<file path="src/rtl/mem_access_stage.sv">
// MEM stage controller: drives the word-addressed data memory from the EX/MEM
// slot, handles sub-word loads/stores (stores via read-modify-write), blocks
// faulting accesses and owns the MEM/WB pipeline register.
module mem_access_stage #(
  parameter int DEPTH_WORDS = 16,
  parameter int IDX_W       = 4
) (
  input  logic        clk,
  input  logic        rst_n,
  input  logic        ex_valid,
  input  logic        ex_mem_read,
  input  logic        ex_mem_write,
  input  logic [2:0]  ex_funct3,
  input  logic [31:0] ex_addr,
  input  logic [31:0] ex_wdata,
  input  logic [4:0]  ex_rd,
  input  logic        ex_reg_write,
  output logic        MemWriteSignal,
  output logic        MemReadSignal,
  output logic [31:0] MemAddress,
  output logic [31:0] MemWriteData,
  input  logic [31:0] MemReadData,
  output logic        stall,
  output logic        wb_valid,
  output logic        wb_reg_write,
  output logic [4:0]  wb_rd,
  output logic [31:0] wb_data,
  output logic        mem_fault
);

  localparam logic [29:0] DEPTH_L = 30'(DEPTH_WORDS);

  typedef enum logic {IDLE, RMW_WR} state_t;

  state_t state, state_nxt;

  // Captured read-modify-write context, consumed in RMW_WR
  logic [31:0]      merge_word_p1;
  logic [IDX_W-1:0] merge_idx_p1;
  logic [4:0]       merge_rd_p1;

  logic             mem_op, f3_illegal, misaligned, out_of_range, fault;
  logic             ok_load, ok_store, store_word, store_sub;
  logic [IDX_W-1:0] ex_idx;
  logic [31:0]      merged_word;

  // Lane select plus sign/zero extension for b/h/bu/hu; words pass through
  function automatic logic [31:0] load_extend(input logic [2:0]  f3,
                                              input logic [1:0]  lo,
                                              input logic [31:0] word);
    logic signed [7:0]  b;
    logic signed [15:0] h;
    logic [31:0]        r;
    b = $signed(word[{lo, 3'b000} +: 8]);
    h = $signed(lo[1] ? word[31:16] : word[15:0]);
    case (f3)
      3'b000:  r = 32'(b);
      3'b100:  r = {24'h0, b};
      3'b001:  r = 32'(h);
      3'b101:  r = {16'h0, h};
      default: r = word;
    endcase
    return r;
  endfunction

  // Replace the addressed byte or half of the old word with the store data
  function automatic logic [31:0] merge_lane(input logic [2:0]  f3,
                                             input logic [1:0]  lo,
                                             input logic [31:0] word,
                                             input logic [31:0] wdata);
    logic [31:0] r;
    r = word;
    if (f3[1:0] == 2'b00)
      r[{lo, 3'b000} +: 8] = wdata[7:0];
    else
      r[{lo[1], 4'b0000} +: 16] = wdata[15:0];
    return r;
  endfunction

  assign mem_op       = ex_mem_read | ex_mem_write;
  assign f3_illegal   = (ex_funct3 == 3'b011) || (ex_funct3 == 3'b110) ||
                        (ex_funct3 == 3'b111);
  assign misaligned   = ((ex_funct3[1:0] == 2'b01) && ex_addr[0]) ||
                        ((ex_funct3[1:0] == 2'b10) && (ex_addr[1:0] != 2'b00));
  assign out_of_range = (ex_addr[31:2] >= DEPTH_L);
  assign fault        = ex_valid & mem_op &
                        ((ex_mem_read & ex_mem_write) | f3_illegal | misaligned | out_of_range);
  assign ok_load      = ex_valid & ex_mem_read  & ~fault;
  assign ok_store     = ex_valid & ex_mem_write & ~fault;
  assign store_word   = ok_store & (ex_funct3[1:0] == 2'b10);
  assign store_sub    = ok_store & ~store_word;
  assign ex_idx       = ex_addr[IDX_W+1:2];
  assign merged_word  = merge_lane(ex_funct3, ex_addr[1:0], MemReadData, ex_wdata);

  // State register; reset abandons any half-finished read-modify-write
  always_ff @(posedge clk or negedge rst_n) begin
    if (!rst_n) state <= IDLE;
    else        state <= state_nxt;
  end

  // Next state: a sub-word store spends one extra cycle writing the merge
  always_comb begin
    state_nxt = state;
    case (state)
      IDLE:    if (store_sub) state_nxt = RMW_WR;
      RMW_WR:  state_nxt = IDLE;
      default: state_nxt = IDLE;
    endcase
  end

  // Memory enables and stall; everything held low while reset is asserted
  always_comb begin
    MemWriteSignal = 1'b0;
    MemReadSignal  = 1'b0;
    stall          = 1'b0;
    MemAddress     = {{(32-IDX_W){1'b0}}, ex_idx};
    MemWriteData   = ex_wdata;
    if (rst_n) begin
      case (state)
        IDLE: begin
          MemReadSignal  = ok_load | store_sub;
          MemWriteSignal = store_word;
          stall          = store_sub;
        end
        RMW_WR: begin
          MemWriteSignal = 1'b1;
          MemAddress     = {{(32-IDX_W){1'b0}}, merge_idx_p1};
          MemWriteData   = merge_word_p1;
        end
        default: ;
      endcase
    end
  end

  // Capture the merged word and its destination during the RMW read cycle
  always_ff @(posedge clk or negedge rst_n) begin
    if (!rst_n) begin
      merge_word_p1 <= '0;
      merge_idx_p1  <= '0;
      merge_rd_p1   <= '0;
    end else if (state == IDLE && store_sub) begin
      merge_word_p1 <= merged_word;
      merge_idx_p1  <= ex_idx;
      merge_rd_p1   <= ex_rd;
    end
  end

  // MEM/WB register: load data, pass-through results, retire and fault flags
  always_ff @(posedge clk or negedge rst_n) begin
    if (!rst_n) begin
      wb_valid     <= 1'b0;
      wb_reg_write <= 1'b0;
      wb_rd        <= '0;
      wb_data      <= '0;
      mem_fault    <= 1'b0;
    end else if (state == RMW_WR) begin
      wb_valid     <= 1'b1;
      wb_reg_write <= 1'b0;
      wb_rd        <= merge_rd_p1;
      mem_fault    <= 1'b0;
    end else begin
      mem_fault <= fault;
      if (!ex_valid) begin
        wb_valid     <= 1'b0;
        wb_reg_write <= 1'b0;
      end else if (fault) begin
        wb_valid     <= 1'b1;
        wb_reg_write <= 1'b0;
        wb_rd        <= ex_rd;
      end else if (ex_mem_read) begin
        wb_valid     <= 1'b1;
        wb_reg_write <= ex_reg_write;
        wb_rd        <= ex_rd;
        wb_data      <= load_extend(ex_funct3, ex_addr[1:0], MemReadData);
      end else if (ex_mem_write) begin
        wb_valid     <= store_word;
        wb_reg_write <= 1'b0;
        wb_rd        <= ex_rd;
      end else begin
        wb_valid     <= 1'b1;
        wb_reg_write <= ex_reg_write;
        wb_rd        <= ex_rd;
        wb_data      <= ex_addr;
      end
    end
  end

endmodule

</file>
<file path="config.mk">
export PLATFORM = sky130hd
export DESIGN_NAME = mem_access_stage
export DESIGN_NICKNAME = d
export VERILOG_FILES = /design/src/rtl/mem_access_stage.sv
export SDC_FILE = /design/constraint.sdc
export NUM_CORES = 1
export LEC_CHECK = 0
export BUFFER_PORTS_ARGS = -buffer_cell sky130_fd_sc_hd__buf_4
export CAP_MARGIN = 15
export CORE_MARGIN = 2
export CORE_UTILIZATION = 49
export DETAILED_ROUTE_END_ITERATION = 8
export MAX_ROUTING_LAYER = met4
export PLACE_DENSITY = 0.86
export SYNTH_ARGS = -nofsm -noshare
export SYNTH_HDL_FRONTEND = slang
export SYNTH_SLANG_ARGS = --single-unit
</file>
<file path="constraint.sdc">
create_clock -name clk -period 2.46 [get_ports clk]
set_input_delay 0.123 -clock clk [delete_from_list [all_inputs] [get_ports clk]]
set_output_delay 0.123 -clock clk [all_outputs]
set_load 0.005 [all_outputs]
</file>
==> qor.csv <==
stage,metric,value,unit
status,status,finished with violations,
status,failing checks,DRC,
clocking,clk slew on worst S/H paths,0.08,ns
timing,Slew Limit Fails,0,
synth,post-synthesis async set-or-reset flop share,1.00,
routing,antenna-violating nets left,0,
place,pre-CTS setup slack,0.0989,ns
floorplan,Horiz. Die Dim,108,um
timing,endpoints failing hold,0,
synth,syn avg cell area,10.5,um2
setup_path,R2R setup slack,0.68,ns
place,GP Congestion,0.930,
routing,drc violations,30,
routing,DR vias,4987,
setup_path,WP data required,2.34,ns
synth,post-synthesis sequential area ratio,0.388,
clocking,Max H-tree Level,3,
clocking,root buffer cell,clkbuf_8,
synth,Syn. warnings,0,
floorplan,Die Y,108,um
layout,"commonest non-fill, non-tap cell in the layout",buf_4,
setup_path,crit path kind,input pin to output port,
setup_path,CP startpoint kind,input pin,
global_routing,wire length of the first global-routing pass,25800,um
clocking,worst-skew pair later-pin latency,0.35,ns
timing,RSZ-0062 raised after global routing,no,
setup_path,worst-path maximum fanout,5,
global_routing,pin count of the biggest net entering global routing,56,
power,Worst VDD drop,0.000347,V
setup_path,Worst Path Arrival,2.19,ns
routing,drt initial violations,644,
routing,drt via density,6.03,
layout,Area Overhead vs Synth,31.2,%
timing,Rel. slew slack,0.506,
routing,total wire length,17100,um
routing,WL/cell,20.7,um
layout,filler instances,817,
place,dpl hpwl,13200,um
global_routing,grt total ovfl,0,
timing,post-layout min period,2.31,ns
layout,ant diodes,0,
synth,post-synthesis cell type count,54,
timing,Max Clock Skew,0.00447,ns
setup_path,Critical Path End Type,output port,
floorplan,Rows,37,
timing,setup TNS,0,ns
routing,1st-pass router iterations,9,
synth,Post-synth EDFFs,0,
timing,fmax,0.433,GHz
clocking,clk sink count,82,
power,leakage power,3.45,nW
timing,"crit path setup slack, layout",0.149,ns
floorplan,IO Pins,217,
global_routing,initial antenna violation count,0,
worst_hold_path,Hold WC Path Type,input pin to register,
floorplan,full die area,11700,um2
clocking,CTS tree,built,
global_routing,vias in the first global route,4915,
floorplan,Initial Utilization,0.508,
clocking,clock buffer count from CTS,9,
place,count of input and output buffers,188,
job,Max Cap Violations,0,
synth,Syn Std Cell Area,5300,um2
synth,Synth Register Bits,82,
timing,period utilization,0.940,
layout,"leading cell types in the layout, fill and taps excluded","buf_4 (199), dfrtp_1 (82), mux2_2 (62), nand2_1 (40), mux2i_1 (33)",
synth,"Top FF cell, synth",dfrtp_1,
power,pwr dens,503,nW/um2
global_routing,Tot GR Track Use,0.301,
clocking,clk buf depth,2,
floorplan,core region area,10400,um2
timing,setup violators final,0,
layout,share of post-route cells with drive strength above 1,0.436,
timing,Worst Tran Pin Value,0.738,ns
layout,Final Net Count,801,
synth,Synth Instances,502,
==> path summary, 6_finish.rpt <==
check / from / end / cells after the start
worst max-delay path: ex_addr[1] / MemReadSignal / 8
worst min-delay path: ex_rd[4] / merge_rd_p1[4]$_DFFE_PN0P_ / 2
worst max register to register: state$_DFF_PN0_ / merge_word_p1[9]$_DFFE_PN0P_ / 6
worst min register to register: merge_rd_p1[3]$_DFFE_PN0P_ / wb_rd[3]$_DFFE_PN0P_ / 2
max in group asynchronous: rst_n / merge_word_p1[15]$_DFFE_PN0P_ / 4
min in group asynchronous: rst_n / wb_rd[2]$_DFFE_PN0P_ / 3
==> worst max-delay path, stage by stage <==
cell	delay (ns)
buf_4	0.11
inv_1	0.07
ha_1	0.27
or3b_1	0.37
a32o_2	0.25
or4_1	0.56
nor3_1	0.28
buf_4	0.16
==> cell usage after synthesis (3+ instances only) <==
cell,instances,area (um2)
a31oi_1,3,18.8
mux2_4,13,195
buf_4,28,210
a22o_1,16,140
mux2_2,62,698
a211oi_1,11,82.6
a221o_1,13,130
nand2_1,41,154
nor4_1,7,43.8
o22ai_1,7,43.8
buf_6,4,45.0
o21ai_0,27,135
a21oi_1,12,60.1
clkbuf_1,21,78.8
nor2b_1,4,25.0
nor2_1,16,60.1
mux2i_1,33,330
ha_1,5,62.6
inv_1,26,97.6
dfrtp_1,82,2050
o221ai_1,4,35.0
nand2b_1,3,18.8
and3_1,6,37.5
a222oi_1,16,160
a211o_1,3,26.3
==> report_power, final <==
group | switching (mW) | total (mW) | internal [mW]
Sequential | 0.0769 | 1.55 | 1.48
Clock | 0.498 | 0.965 | 0.467
Combinational | 0.444 | 0.980 | 0.536
==> cells by family (layout without fill, tap and decap cells) <==
kind of cell | after synthesis | in the layout | share of synthesized area
flip-flops | 82 | 82 | 0.388
other | 1 | 28 | 0.000708
AO/OA/AOI/OAI | 127 | 127 | 0.183
AND/OR/NAND/NOR | 91 | 91 | 0.0870
buffers and inverters | 87 | 249 | 0.0948
adder cells (fa/ha/maj) | 5 | 5 | 0.0118
multiplexers | 109 | 109 | 0.235
==> layout make-up <==
type                       instances  area [um2]  share of cell area
timing repair buffer             205        1580               0.228
multi-input combinational        360        2850               0.410
clock buffer                      11         131              0.0189
tap                              136         170              0.0245
inverter                          28         110              0.0158
clock inverter                     5        55.1             0.00792
sequential                        82        2050               0.295
==> state kept, by name (all words and copies together), names as in the netlist <==
register and count:
state 1, wb_valid 1, wb_data 32, wb_reg_write 1
merge_word_p1 32, wb_rd 5, merge_idx_p1 4, merge_rd_p1 5
mem_fault 1
==> timing repair <==
action	in CTS	in global routing
setup buffers	0	0
gates resized for setup	0	0
hold buffers	2	1
endpoints found under the hold margin	28	1
==> metal layers <==
layer  wire length, um  vias up  share of wire  track usage
met2              8270      348           0.48        0.471
met4               632        0          0.037        0.135
met3              1960       63           0.11       0.0693
li1                  -     2189              -            -
met5                 0        -              0            -
met1              6230     2387           0.36        0.372
==> through the flow <==
stage	utilization	power (mW)	hold WS, ns	cells	cell area [um2]
after floorplan	-	1.99	-0.173	529	5400
after global placement	0.646	2.50	0.192	808	6730
after detailed placement	0.646	2.54	0.188	808	6730
after CTS	0.666	3.49	0.00791	826	6940
after global routing	0.667	3.64	0.00361	827	6950
final	0.667	3.50	0.0108	827	6950
Power figures use the tool's default switching activity.
